**src/rtl/clock_enable_scheduler.sv**
```systemverilog
// clock_enable_scheduler: runtime-programmable tick/clock-enable generator.
// A divisor D arrives over a valid/ready handshake. Every D cycles the block
// emits a one-cycle tick, and it drives a registered square wave of period D.
// Divisor changes and stop requests only take effect at period boundaries.
module clock_enable_scheduler #(
  parameter int WIDTH            = 16,
  parameter int DEFAULT_DIVISION = 4
) (
  input  logic             masterClock,
  input  logic             reset,
  input  logic             enable,
  input  logic [WIDTH-1:0] divisorIn,
  input  logic             divisorValid,
  output logic             divisorReady,
  output logic             divisorError,
  output logic [WIDTH-1:0] activeDivisor,
  output logic             tickEnable,
  output logic             dividedClock,
  output logic             running
);

  localparam logic [1:0] IDLE     = 2'd0;
  localparam logic [1:0] RUN      = 2'd1;
  localparam logic [1:0] STOPPING = 2'd2;

  logic [1:0]       state_q, state_d;
  logic [WIDTH-1:0] count_q, count_d;
  logic [WIDTH-1:0] active_q, active_d;
  logic [WIDTH-1:0] pending_q, pending_d;
  logic             pending_full_q, pending_full_d;
  logic             error_q, error_d;
  logic             divided_q, divided_d;

  logic is_running;
  logic at_boundary;
  logic transfer;
  logic accept_ok;

  assign is_running  = (state_q != IDLE);
  assign at_boundary = is_running && (count_q == (active_q - 1'b1));
  assign transfer    = divisorValid && !pending_full_q;
  assign accept_ok   = transfer && (divisorIn >= WIDTH'(2));

  // Next-state logic: sequencing, period counter, divisor slot and wave output
  always_comb begin
    state_d        = state_q;
    count_d        = count_q;
    active_d       = active_q;
    pending_d      = pending_q;
    pending_full_d = pending_full_q;
    error_d        = transfer && !accept_ok;

    case (state_q)
      IDLE: begin
        if (enable) state_d = RUN;
      end
      RUN: begin
        if (!enable) state_d = STOPPING;
      end
      STOPPING: begin
        if (enable)           state_d = RUN;
        else if (at_boundary) state_d = IDLE;
      end
      default: state_d = IDLE;
    endcase

    if (!is_running) begin
      // While idle there is no period in flight, so a divisor lands directly.
      count_d = '0;
      if (accept_ok) active_d = divisorIn;
    end else begin
      count_d = at_boundary ? '0 : count_q + 1'b1;
      if (at_boundary && pending_full_q) begin
        active_d       = pending_q;
        pending_full_d = 1'b0;
      end
      if (accept_ok) begin
        // On the edge that parks the block in IDLE there is no later boundary
        // to drain the slot, so the divisor is applied straight away.
        if (state_d == IDLE) begin
          active_d = divisorIn;
        end else begin
          pending_d      = divisorIn;
          pending_full_d = 1'b1;
        end
      end
    end

    divided_d = (state_d != IDLE) && (count_d < (active_d >> 1));
  end

  // State registers with synchronous reset that aborts any period in flight
  always_ff @(posedge masterClock) begin
    if (reset) begin
      state_q        <= IDLE;
      count_q        <= '0;
      active_q       <= WIDTH'(DEFAULT_DIVISION);
      pending_q      <= '0;
      pending_full_q <= 1'b0;
      error_q        <= 1'b0;
      divided_q      <= 1'b0;
    end else begin
      state_q        <= state_d;
      count_q        <= count_d;
      active_q       <= active_d;
      pending_q      <= pending_d;
      pending_full_q <= pending_full_d;
      error_q        <= error_d;
      divided_q      <= divided_d;
    end
  end

  assign divisorReady  = !pending_full_q;
  assign divisorError  = error_q;
  assign activeDivisor = active_q;
  assign tickEnable    = at_boundary;
  assign dividedClock  = divided_q;
  assign running       = is_running;

endmodule

```
**config.mk**
```make
export PLATFORM = sky130hd
export DESIGN_NAME = clock_enable_scheduler
export DESIGN_NICKNAME = d
export VERILOG_FILES = /design/src/rtl/clock_enable_scheduler.sv
export SDC_FILE = /design/constraint.sdc
export NUM_CORES = 1
export LEC_CHECK = 0
export BUFFER_PORTS_ARGS = -buffer_cell sky130_fd_sc_hd__buf_2
export CAP_MARGIN = 10
export CORE_AREA = 4 4 86 88
export DETAILED_ROUTE_END_ITERATION = 16
export DIE_AREA = 0 0 90 92
export PLACE_DENSITY = 0.84
export SLEW_MARGIN = 20
export SYNTH_ARGS = -nofsm -noshare
export SYNTH_HDL_FRONTEND = slang
export SYNTH_SLANG_ARGS = --single-unit
export TNS_END_PERCENT = 100
```
**constraint.sdc**
```tcl
create_clock -name masterClock -period 10.1 [get_ports masterClock]
set_input_delay 1.01 -clock masterClock [delete_from_list [all_inputs] [get_ports masterClock]]
set_output_delay 1.01 -clock masterClock [all_outputs]
set_load 0.05 [all_outputs]
```
[After elaboration in Yosys (flattened, before gate mapping)]
Cells that the tools add are included.
Operators by class
  $add $sub $neg: 2
  $lt $le $gt $ge: 2
  eq/ne operators: 3
  muxes and demuxes: 15
  bitwise gates (word level): 1
  reductions and logical operators: 14
Operators with widths (count)
  $mux W16: 7
  $add A16 B1 Y16 const B: 1
  $eq A16 B16 Y1: 1
  $ge A16 B2 Y1 const B: 1
  $lt A16 B15 Y1: 1
  $sub A16 B1 Y16 const B: 1
  $mux W2: 4
  $logic_and A1 B1 Y1: 6
  $pmux W2 S3: 1
  $reduce_bool A2 Y1: 3
  $logic_not A2 Y1: 2
  $mux W1: 3
  $reduce_and A3 Y1: 1
  $eq A2 B1 Y1 const B: 1
  $eq A2 B2 Y1 const B: 1
  $logic_not A1 Y1: 2
  $not A1 Y1: 1
Storage, ports and cells
  register bits: 53
  input bits: 20
  logic and storage cells: 45

[Depth between registers and ports, before layout]
  word-level depth: 12
  mapped depth: 20
  mapped depth without buffers: 19

[Worst setup path after synthesis]
No wires, ideal clock.
  kind: reg-to-output
  start: register active_q[0], in the netlist activeDivisor[0]
  end: output port tickEnable
  data arrival time: 4.124 ns
  slack: 4.966 ns
  stages on the path, launching flop included: 9
  buffers on the path: 0
  path through: dfxtp_1 inv_1 ha_1 or3b_1 or4_1 a2111oi_0 nand3_1 nor3b_1 nor4b_1
On the way
  word-level cells in the longest chain between the ends: 3
Ends and longest elaborated chain
  from (decl): line 28  | logic [WIDTH-1:0] active_q, active_d;
  from (signal assigned): line 97  | active_q <= WIDTH'(DEFAULT_DIVISION);
  from (signal assigned): line 105  | active_q <= active_d;
  $sub A16 B1 Y16: line 40  | assign at_boundary = is_running && (count_q == (active_q - 1'b1));
  $eq A16 B16 Y1: line 40
  $logic_and A1 B1 Y1: line 40
  to (decl): line 17  | output logic tickEnable,
No other way between the ends.

[Final worst setup path]
  start: register active_q[0], in the netlist activeDivisor[0]
  end: register divided_q, in the netlist dividedClock
On the way
  word-level cells in the longest chain between the ends: 12
Ends and longest elaborated chain
  $sub A16 B1 Y16 *: line 40
  $eq A16 B16 Y1 *: line 40
  $logic_and A1 B1 Y1 *: line 40
  $mux W2: line 62  | else if (at_boundary) state_d = IDLE;
  $mux W2: line 61  | if (enable) state_d = RUN;
  $pmux W2 S3: line 53  | case (state_q)
  $logic_not A2 Y1: line 80  | if (state_d == IDLE) begin
  $mux W16: line 80
  $mux W16: line 77  | if (accept_ok) begin
  $mux W16: line 67  | if (!is_running) begin
  $lt A16 B15 Y1: line 89  | divided_d = (state_d != IDLE) && (count_d < (active_d >> 1));
  $logic_and A1 B1 Y1 *: line 89
  to (signal assigned): line 109  | divided_q <= divided_d;
  to (decl): line 32  | logic divided_q, divided_d;
Every way passes the cells marked *; elsewhere a longest branch is shown, timed or not.
A chain may end at the register's enable or synchronous reset.

==> impl_metrics.yaml <==
run_status:
  outcome: "finished, final reports clean"
power:
  p_sw_share_pct: 36.2
  power_switching_w: 0.000184
  p_per_area_mw_per_mm2: 134
  p_seq_share_pct: 46.1
  p_leak_nw: 1.74
  ir_drop_uv: 110
  p_int_w: 0.000325
  pwr-share-clk_pct: 27.0
  p_comb_share_pct: 26.9
cts:
  clk_pin_slew_ns: 0.11
  post_cts_buffers: 0
  cts-root-buf: "clkbuf_8"
  clock_latency_ns: 0.33
  htree_levels: 2
  cts_buffer_depth: 2
  hold_buffers: 0
  cts_tree: "built"
  clock-sinks: 53
  cts_buffers: 5
  cts_resized: 0
synthesis:
  synth.avg_cell_area_um2: 8.67
  syn_area_mm2: 0.00346
  ys_types: 57
  seq_area_frac_synth_pct: 30.7
  synth_top_cell_area_share_pct: 30.7
  async_reset_ff_share_pct: 0
  synth_seq_cells: 53
  synthFlopType: "dfxtp_1"
  synth_warnings: 0
  synth_edf_count: 0
  syn-num-nets: 435
  synth_top_cell_by_area: "dfxtp_1"
  ys_top_cells_by_count: "53 x dfxtp_1, 38 x nor2_1, 26 x mux2i_1, 26 x nor3_1, 25 x nand2_1"
  synth_most_common_cell: "dfxtp_1"
  synthTopCellsByArea: "dfxtp_1 31%, mux2i_1 7.5%, ha_1 5.8%, xor2_1 4.6%, nor2_1 4.1%"
  syn-instance-count: 399
drt:
  vias: 3233
  drt_iter0_markers: 275
  wl_um: 9220
  viasPerCell: 6.33
  first_pass_iters: 5
  post_drt_wl_per_cell_um: 18.0
  ant_nets: 0
  drcViolationCount: 0
place:
  portBuffers: 40
  dp_cells: 503
  hpwl_um: 6980
  gp_congestion: 0.937
setup_path:
  path_max_fanout: 10
  startpoint_type: "flip-flop"
  endpoint_kind: "flip-flop"
  cpMostUsedCell: "o21ai_0"
  worstPathCellList: "inv_1 -> ha_1 -> or3b_1 -> or4_1 -> a2111oi_0 -> nand4_1 -> or4_1 -> or2_0 -> o22a_1 -> o21ai_0 -> ha_1 -> nor2b_1 -> o21ai_0 -> nand2b_1 -> nor4_1 -> o21ai_0 -> a211o_1 -> a21oi_1"
  r2r-start: "activeDivisor[0]$_SDFFE_PP0P_"
  startpoint: "activeDivisor[0]$_SDFFE_PP0P_"
  required_ns: 10.37
  crit_slowest_cell: "a2111oi_0"
  slowest_delay_ns: 0.57
  r2r_setup_slack_ns: 5.08
  crit_type: "reg2reg"
  arrival_ns: 5.29
global_route:
  grt_pass1_wl_um: 15100
  antenna_found_initial: 0
  grt_max_degree: 40
  grt_pass1_vias: 3142
  grt_overflow: 0
  grt_util_all_layers_pct: 22.4
sta:
  skew_ns: 0.00976
  slew_headroom_pct: 40.7
  hold_violations: 0
  slew_viol_final: 0
  tns_ns: 0
  fmax_mhz: 199
  post-route-period-util_pct: 49.7
  rsz0062_at_grt: "false"
  tightestPinTransition_ns: 0.889
  finalSetupViolCount: 0
  fin_crit_ns: 5.02
die:
  num_io_pins: 41
  die_w_um: 90
  rows: 30
  start_util_pct: 52.1
  core_area_mm2: 0.00664
  die_h_um: 92
  fp.dieArea_mm2: 0.00828
layout:
  drive_gt1_share_pct: 15.1
  final_cells: 511
  final_nets: 466
  fin_util_pct: 57.1
  syn_to_final_growth_pct: 9.73
  diodes: 0
job:
  maxCapViolations: 0
min_path:
  hp-start: "pending_q[0]$_SDFFE_PP0P_"
  hold_class: "reg2reg"
==> cells by family after synthesis <==
kind of cell / synth area share [%]
AND/OR/NAND/NOR: 24.2
flip-flops: 30.7
adder cells (fa/ha/maj): 5.79
XOR/XNOR: 8.79
AO/OA/AOI/OAI: 18.7
buffers and inverters: 3.65
multiplexers: 8.18
==> placed cells by master, fill, tap and decap left out, types with 5 or more instances in the layout <==
cell	n
a21o_1	5
a21oi_1	10
and3_1	13
buf_2	40
clkbuf_8	6
dfxtp_1	53
ha_1	16
inv_1	9
mux2i_1	26
nand2_1	25
nand3_1	9
nand4_1	5
nor2_1	38
nor2b_1	6
nor3_1	26
nor4_1	7
o211a_1	10
o21ai_0	22
o22a_1	9
or3_1	6
xnor2_1	14
xor2_1	18
==> layout make-up <==
class	instances	area, µm²
timing repair buffer	42	215
inverter	9	33.8
tap	80	100
clock buffer	6	82.6
fill	586	2850
multi-input combinational	319	2280
clock inverter	2	17.5
sequential	53	1060
==> worst paths after layout <==
path,to,depth (start not counted)
setup / recovery,dividedClock$_SDFF_PP0_,18
hold / removal,pending_q[0]$_SDFFE_PP0P_,2
setup reg to reg,dividedClock$_SDFF_PP0_,18
hold reg to reg,pending_q[0]$_SDFFE_PP0P_,2
==> metrics by stage <==
stage          power (W)  hold slack, ns  setup slack (ns)  area (µm²)
3_3_place_gp    0.000370           0.476              5.28        3690
6_report        0.000509           0.515              5.08        3790
5_1_grt         0.000529           0.558              4.57        3790
3_5_place_dp    0.000374           0.494              5.17        3690
2_1_floorplan   0.000337           0.459              4.97        3460
4_1_cts         0.000507           0.518              5.13        3790
==> metal layers <==
metal / wire, µm / global-route usage (%) / vias to the layer above / share of wire (%)
li1: - / - / 1541 / -
met2: 4370 / 37.5 / 144 / 47
met1: 3870 / 28.1 / 1527 / 42
met3: 744 / 4.59 / 21 / 8.1
met4: 241 / 9.31 / 0 / 2.6
met5: 0 / 0 / - / 0
==> critical path, delay by kind of cell (launching register included) <==
family	cells	cell delay, ns
AND/OR/NAND/NOR	8	2.38
AO/OA/AOI/OAI	7	1.63
adder cells (fa/ha/maj)	2	0.45
flip-flops	1	0.38
buffers and inverters	1	0.10
==> registers in the layout, indices dropped and copies added, names as in the netlist <==
register and cells:
activeDivisor 16, count_q 16, pending_q 16, state_q 2, dividedClock 1, divisorError 1, pending_full_q 1
==> power groups by stage <==
stage / clock, W / combinational, W / sequential [W]
6_report: 0.000137 / 0.000137 / 0.000234
5_1_grt: 0.000145 / 0.000149 / 0.000236
4_1_cts: 0.000138 / 0.000136 / 0.000234
3_5_place_dp: 0 / 0.000135 / 0.000239
3_3_place_gp: 0 / 0.000132 / 0.000238
2_1_floorplan: 0 / 0.0000848 / 0.000253
No activity file was read; power rests on OpenSTA's default activity.
